<file path="config.mk">
export PLATFORM = sky130hd
export DESIGN_NAME = pipe_stage_reg
export DESIGN_NICKNAME = d
export VERILOG_FILES = /design/src/rtl/pipe_pkg.sv /design/src/rtl/sat_counter.sv /design/src/rtl/pipe_stage_reg.sv
export SDC_FILE = /design/constraint.sdc
export NUM_CORES = 1
export LEC_CHECK = 0
export CAP_MARGIN = 10
export CORE_AREA = 2 2 113 115
export CTS_CLUSTER_SIZE = 14
export DETAILED_ROUTE_END_ITERATION = 7
export DIE_AREA = 0 0 115 117
export PLACE_DENSITY = 0.84
export SYNTH_ARGS = -nofsm -noshare
export SYNTH_HDL_FRONTEND = slang
export SYNTH_SLANG_ARGS = --single-unit
</file>
<file path="constraint.sdc">
create_clock -name clk -period 4.2 [get_ports clk]
set_input_delay 1.26 -clock clk [delete_from_list [all_inputs] [get_ports clk]]
set_output_delay 1.26 -clock clk [all_outputs]
set_load 0.01 [all_outputs]
</file>
<file path="src/rtl/pipe_pkg.sv">
// Shared definitions for elastic pipeline-stage registers: stage occupancy
// encoding, default stall-counter width and per-boundary payload widths.
package pipe_pkg;

   typedef enum logic [1:0] {
      ST_EMPTY = 2'd0,
      ST_FULL  = 2'd1,
      ST_SKID  = 2'd2
   } stage_state_e;

   localparam int DEF_CNT_W = 16;

   // Payload widths used at each classic pipeline boundary
   localparam int IF_ID_W  = 64;
   localparam int ID_EX_W  = 128;
   localparam int EX_MEM_W = 128;
   localparam int MEM_WB_W = 96;

endpackage

</file>
<file path="src/rtl/sat_counter.sv">
// Saturating up-counter: increments on inc, sticks at all-ones, clr wins.
module sat_counter #(
   parameter int W = 16
) (
   input  logic         clk,
   input  logic         clr,
   input  logic         inc,
   output logic [W-1:0] cnt
);

   logic [W-1:0] cnt_d, cnt_q;

   always_comb begin
      cnt_d = cnt_q;
      if (inc && (cnt_q != {W{1'b1}}))
         cnt_d = cnt_q + {{(W-1){1'b0}}, 1'b1};
   end

   always_ff @(posedge clk) begin
      if (clr) cnt_q <= '0;
      else     cnt_q <= cnt_d;
   end

   assign cnt = cnt_q;

endmodule

</file>
<file path="src/rtl/pipe_stage_reg.sv">
// Elastic valid/ready pipeline register with optional two-entry skid buffer,
// synchronous flush and a saturating downstream-stall counter.
module pipe_stage_reg
   import pipe_pkg::*;
#(
   parameter int                DATA_W     = 64,
   parameter logic [DATA_W-1:0] RESET_DATA = '0,
   parameter bit                SKID_EN    = 1'b1,
   parameter int                CNT_W      = DEF_CNT_W
) (
   input  logic              clk,
   input  logic              reset,
   input  logic              flush,
   input  logic              in_valid,
   output logic              in_ready,
   input  logic [DATA_W-1:0] in_data,
   output logic              out_valid,
   input  logic              out_ready,
   output logic [DATA_W-1:0] out_data,
   output logic [CNT_W-1:0]  stall_cnt
);

   stage_state_e      state_d, state_q;
   logic [DATA_W-1:0] main_d, main_q;
   logic [DATA_W-1:0] skid_d, skid_q;

   assign out_valid = (state_q != ST_EMPTY);
   assign out_data  = out_valid ? main_q : RESET_DATA;

   // With the skid buffer, in_ready is purely a decode of the state register
   generate
      if (SKID_EN) begin : g_ready_reg
         assign in_ready = (state_q != ST_SKID);
      end else begin : g_ready_comb
         assign in_ready = !out_valid || out_ready;
      end
   endgenerate

   always_comb begin
      state_d = state_q;
      main_d  = main_q;
      skid_d  = skid_q;
      case (state_q)
         ST_EMPTY: begin
            if (in_valid) begin
               main_d  = in_data;
               state_d = ST_FULL;
            end
         end
         ST_FULL: begin
            if (out_ready) begin
               if (in_valid) main_d  = in_data;
               else          state_d = ST_EMPTY;
            end else if (in_valid && SKID_EN) begin
               skid_d  = in_data;
               state_d = ST_SKID;
            end
         end
         ST_SKID: begin
            // Main drains first; skid entry moves up to preserve order
            if (out_ready) begin
               main_d  = skid_q;
               state_d = ST_FULL;
            end
         end
         default: state_d = ST_EMPTY;
      endcase
      if (flush) begin
         state_d = ST_EMPTY;
         main_d  = RESET_DATA;
         skid_d  = RESET_DATA;
      end
   end

   always_ff @(posedge clk) begin
      if (reset) begin
         state_q <= ST_EMPTY;
         main_q  <= RESET_DATA;
         skid_q  <= RESET_DATA;
      end else begin
         state_q <= state_d;
         main_q  <= main_d;
         skid_q  <= skid_d;
      end
   end

   sat_counter #(.W(CNT_W)) u_stall_cnt (
      .clk (clk),
      .clr (reset),
      .inc (out_valid && !out_ready),
      .cnt (stall_cnt)
   );

endmodule

</file>
# Word level (Yosys, flattened, before mapping)
# Index checks and enable logic that the tools add are counted.
# classes
n_eq_ne	9
muxes	11
bitwise	1
reduce_logical	10
add_sub_neg	1
# ops
cell	n
64-bit 2-to-1 mux	4
64-bit one-hot mux with 3 select lines	1
16-bit by 1-bit adder with 16-bit output, second input constant	1
16-bit != test, second input constant	1
2-bit 2-to-1 mux	5
2-bit != test, second input constant	4
3-bit != test, second input constant	2
2-bit one-hot mux with 3 select lines	1
3-bit AND reduction	2
4-bit AND reduction	1
3-bit nonzero test	1
2-bit by 1-bit == test with 1-bit output, second input constant	1
2-bit == test, second input constant	1
1-bit logical AND	2
2-bit zero test	1
2-bit nonzero test	1
2-bit OR reduction	1
1-bit zero test	1
1-bit NOT	1
# totals
ff_bits	146
output_inout_bits	82
wordCells	36

# Depth between registers and ports, before layout
# logic_depth
word_depth	3
mapped_depth	7

# Modules after synthesis
# From an unflattened synthesis, not the netlist that was laid out.
# unflattened
cells_unflattened	767
hier_area_um2	6960.4
# modules_own_cells
module	instances	seq_area_each_um2	area_each_um2	cells_per_inst
pipe_stage_reg	1	2602.5	6112.1	668
sat_counter	1	320.3	848.3	99

# Worst setup path before layout
# No wires, ideal clock.
# synth_timing
path_kind	register to output
from	register state_q[0]
to	output port out_data[10]
arrival_ns	1.243
required_time_ns	2.940
stages_incl_launch_ff	6
path_slack_ns	1.697
path_buffers	3
cell_sequence	dfxtp_1 buf_2 or2_2 clkbuf_1 clkbuf_1 and2_1
# synth_between
elab_chain_cells	2
# synth_lines
element	line	text
start, declared	pipe_stage_reg.sv:23	stage_state_e state_d, state_q;
start signal, assigned	pipe_stage_reg.sv:81	state_q <= state_d;
2-bit nonzero test	pipe_stage_reg.sv:27	assign out_valid = (state_q != ST_EMPTY);
64-bit 2-to-1 mux	pipe_stage_reg.sv:28	assign out_data = out_valid ? main_q : RESET_DATA;
end, declared	pipe_stage_reg.sv:19	output logic [DATA_W-1:0] out_data,
# No other way between the ends.

# Worst setup path after layout
# layout_timing
from	register state_q[0]
to	output port out_data[63]
# Same word-level chain as after synthesis.

==> reports/qor.txt <==
NetSw = 0.676 mW
Main synth FF type = dfxtp_1
Fin. max-slew vios = 0
Hold Crit Class = reg -> reg
Pint = 2.33 mW
Ports = 151
Post_cts resized = 0
Vias/cell = 5.35
R2R Path Start = state_q[0]
Power share of the clock group = 42.6%
Final min period = 3.66 ns
Crit share post-route = 87.2%
Post-synth EDFFs = 0
ANT nets after route = 0
Fin Clk Skew = 0.00513 ns
R2R depth = 5
Core area = 12300 um2
Total track usage = 22.3%
VDD IR max = 0.242 mV
Reg-to-reg setup timing slack = 1.87 ns
Slew @ Worst Pin = 1.14 ns
Unrepaired setup endpoints after global routing = false
# diodes = 0
Setup CP Type = reg -> out
Storage cell area = 2920 um2
Clock root buffer = clkbuf_16
Count of nets after finishing = 936
Worst-Skew Late Latency = 0.41 ns
Hold Buf Count CTS = 0
Sequential fraction of the synthesis area = 45.6%
Distinct cells, synth = 43
DR vias = 5476
CP Data Required Time = 2.94 ns
Pin count of the biggest net entering global routing = 91
FP Rows = 41
Final std cells w/o fill = 1024
Critical Path Start Type = flip-flop
# port buffers = 150
Final WL = 14.8 mm
Fin Setup TNS = 0 ns
Synthesized area per cell = 8.54 um2
Worst slew margin = 24.0%
Status = finished clean
Combinational share of power = 9.4%
Clock buffer depth = 2
Lkg Pwr = 3.40 nW
Met1 Usage GRT = 29.5%
Die Y = 117 um
# clock sinks = 146
CTS tree = built
DIE AREA = 13500 um2
Flops & latches, synth = 146
CTS Buf Count = 17
Hold depth = 2
Post-DP HPWL = 9.55 mm
DR iter-0 viols = 419
GR Util met3 = 4.43%
CP Data Arrival Time = 2.40 ns
Setup Buffers After CTS = 0
Die X = 115 um
Final setup vio count = 0
Crit-path max FO = 35
# fillers = 1015
Syn Inst Count = 751
Reg2reg end = u_stall_cnt.cnt[9]
Dpl cells = 997
Post-DR wirelength/cell = 14.4 um
Drt pass-1 iters = 4
Final Power = 3.01 mW
RD Place Congestion = 0.751
Upper clock frequency limit = 0.273 GHz
Worst path cell trace = or2_2 > buf_12 > and2_1 > clkdlybuf4s50_1
Yosys Warn Count = 0
Ys async rst share = 0%
Net Count, Synth = 821
Initial core utilization = 52.1%
Sw Ratio = 22.5%
GRT overflow = 0
Gr busiest metal = met2
Clk pin slew, worst setup/hold paths = 0.05 ns
Maxcap violations = 0
Area Overhead vs Synth = 31.7%
Drt drc = 0
P per Cell Area = 356 nW/um2
H-tree depth = 4
Share of layout cells above drive strength 1 = 5.03%
Min-Delay Endpoint = skid_q[50]
Share of power burned in registers = 48.1%
Multi-input combinational cell area = 3220 um2
First-pass GRT wire length = 23.8 mm
Antenna violations before repair = 0
Slowest-stage cell, CP = clkdlybuf4s50_1
Delay of the slowest critical-path stage = 0.54 ns
Met2 Use GR = 35.6%
Vias in the first global route = 4840
Hold WS = 0.450 ns
Post-Syn Area = 6420 um2
Crit. End Element = primary output
Hold Fails Final Rpt = 0
Hold_sp = skid_q[50]
==> synth_stat cells (2+ instances only) <==
cell type	number	area share [%]
a211oi_1	65	7.6
dfxtp_1	146	46
nand4_1	2	0.19
o21ai_0	6	0.47
nor2_1	67	3.9
nand2_1	136	8.0
nand4_2	2	0.39
and4_2	2	0.31
buf_4	5	0.59
nand2b_1	3	0.29
buf_2	21	1.6
or2_2	2	0.19
mux2i_1	65	10
clkbuf_1	32	1.9
nand3_1	5	0.39
o31ai_1	8	0.94
buf_1	3	0.18
nand3b_1	2	0.23
or4_1	7	0.82
or3_1	7	0.68
and2_1	64	6.2
a21oi_1	79	6.2
nor2b_1	2	0.19
==> cells in the final DEF (no fill, tap or decap), types with 5 or more instances in the layout <==
| master | n |
|---|---|
| clkdlybuf4s50_1 | 150 |
| dfxtp_1 | 146 |
| nand2_1 | 136 |
| a21oi_1 | 79 |
| nor2_1 | 67 |
| mux2i_1 | 65 |
| a211oi_1 | 65 |
| and2_1 | 64 |
| clkbuf_16 | 17 |
| o31ai_1 | 8 |
| or4_1 | 7 |
| or3_1 | 7 |
| clkbuf_1 | 7 |
| o21ai_0 | 6 |
| nand3_1 | 5 |
| buf_12 | 5 |
| buf_4 | 5 |
==> sequential cells by signal (all words and copies together), names as in the netlist <==
register	count
skid_q	64
main_q	64
state_q	2
u_stall_cnt.cnt	16
==> per-stage QoR <==
| stage | utilization [%] | setup WS, ns | area, um2 |
|---|---|---|---|
| global placement | 64.7 | 1.00 | 7970 |
| global route | 68.7 | 0.412 | 8450 |
| floorplan | - | 1.70 | 6420 |
| CTS | 68.7 | 0.499 | 8450 |
| finish | 68.7 | 0.536 | 8450 |
| detailed placement | 64.7 | 0.924 | 7970 |
==> worst max-delay path: cells and delay by family, from the launching register on <==
kind	cells	cell delay, ns
buffers and inverters	2	0.78
DFF	1	0.50
and+or+nand+nor	2	0.70
==> layout make-up <==
type | instances | share of cell area [%]
clock buffers | 26 | 5.67
clock inverters | 1 | 0.0592
inverters | 1 | 0.0444
multi-input cells | 540 | 38.0
flip-flops and latches | 146 | 34.6
well taps | 150 | 2.22
repair buffers | 160 | 19.4
==> cell families after synthesis <==
family / after synthesis / synth area share, %
AOI/OAI and AO/OA: 162 / 15.7
xor gates and xnor gates: 1 / 0.137
adders and majority gates: 1 / 0.195
buffers and inverters: 65 / 4.80
DFF: 146 / 45.6
muxes: 66 / 10.3
and+or+nand+nor: 310 / 23.3
==> power by group through the flow <==
stage	clock network (mW)	logic (mW)	registers, mW
floorplan	0	0.154	1.47
global placement	0	0.278	1.47
detailed placement	0	0.282	1.47
CTS	1.30	0.283	1.44
global route	1.36	0.311	1.45
finish	1.28	0.281	1.44
==> worst max-delay path by stage <==
stage                     cells after the start  slack (ns)       start            to
final                                         4        0.54  state_q[0]  out_data[63]
after global routing                          4        0.41  state_q[0]  out_data[47]
after CTS                                     4        0.50  state_q[0]  out_data[47]
after detailed placement                      6        0.92    in_valid     skid_q[5]
after global placement                        4         1.0  state_q[0]  out_data[63]
after floorplan                               5        1.70  state_q[0]  out_data[10]
==> metal layers <==
layer	up-vias	routed length, um
met5	-	0
met1	2509	6810
li1	2822	-
met4	0	350
met2	120	7050
met3	25	586
Note: power is estimated with default switching activity, not from simulation.
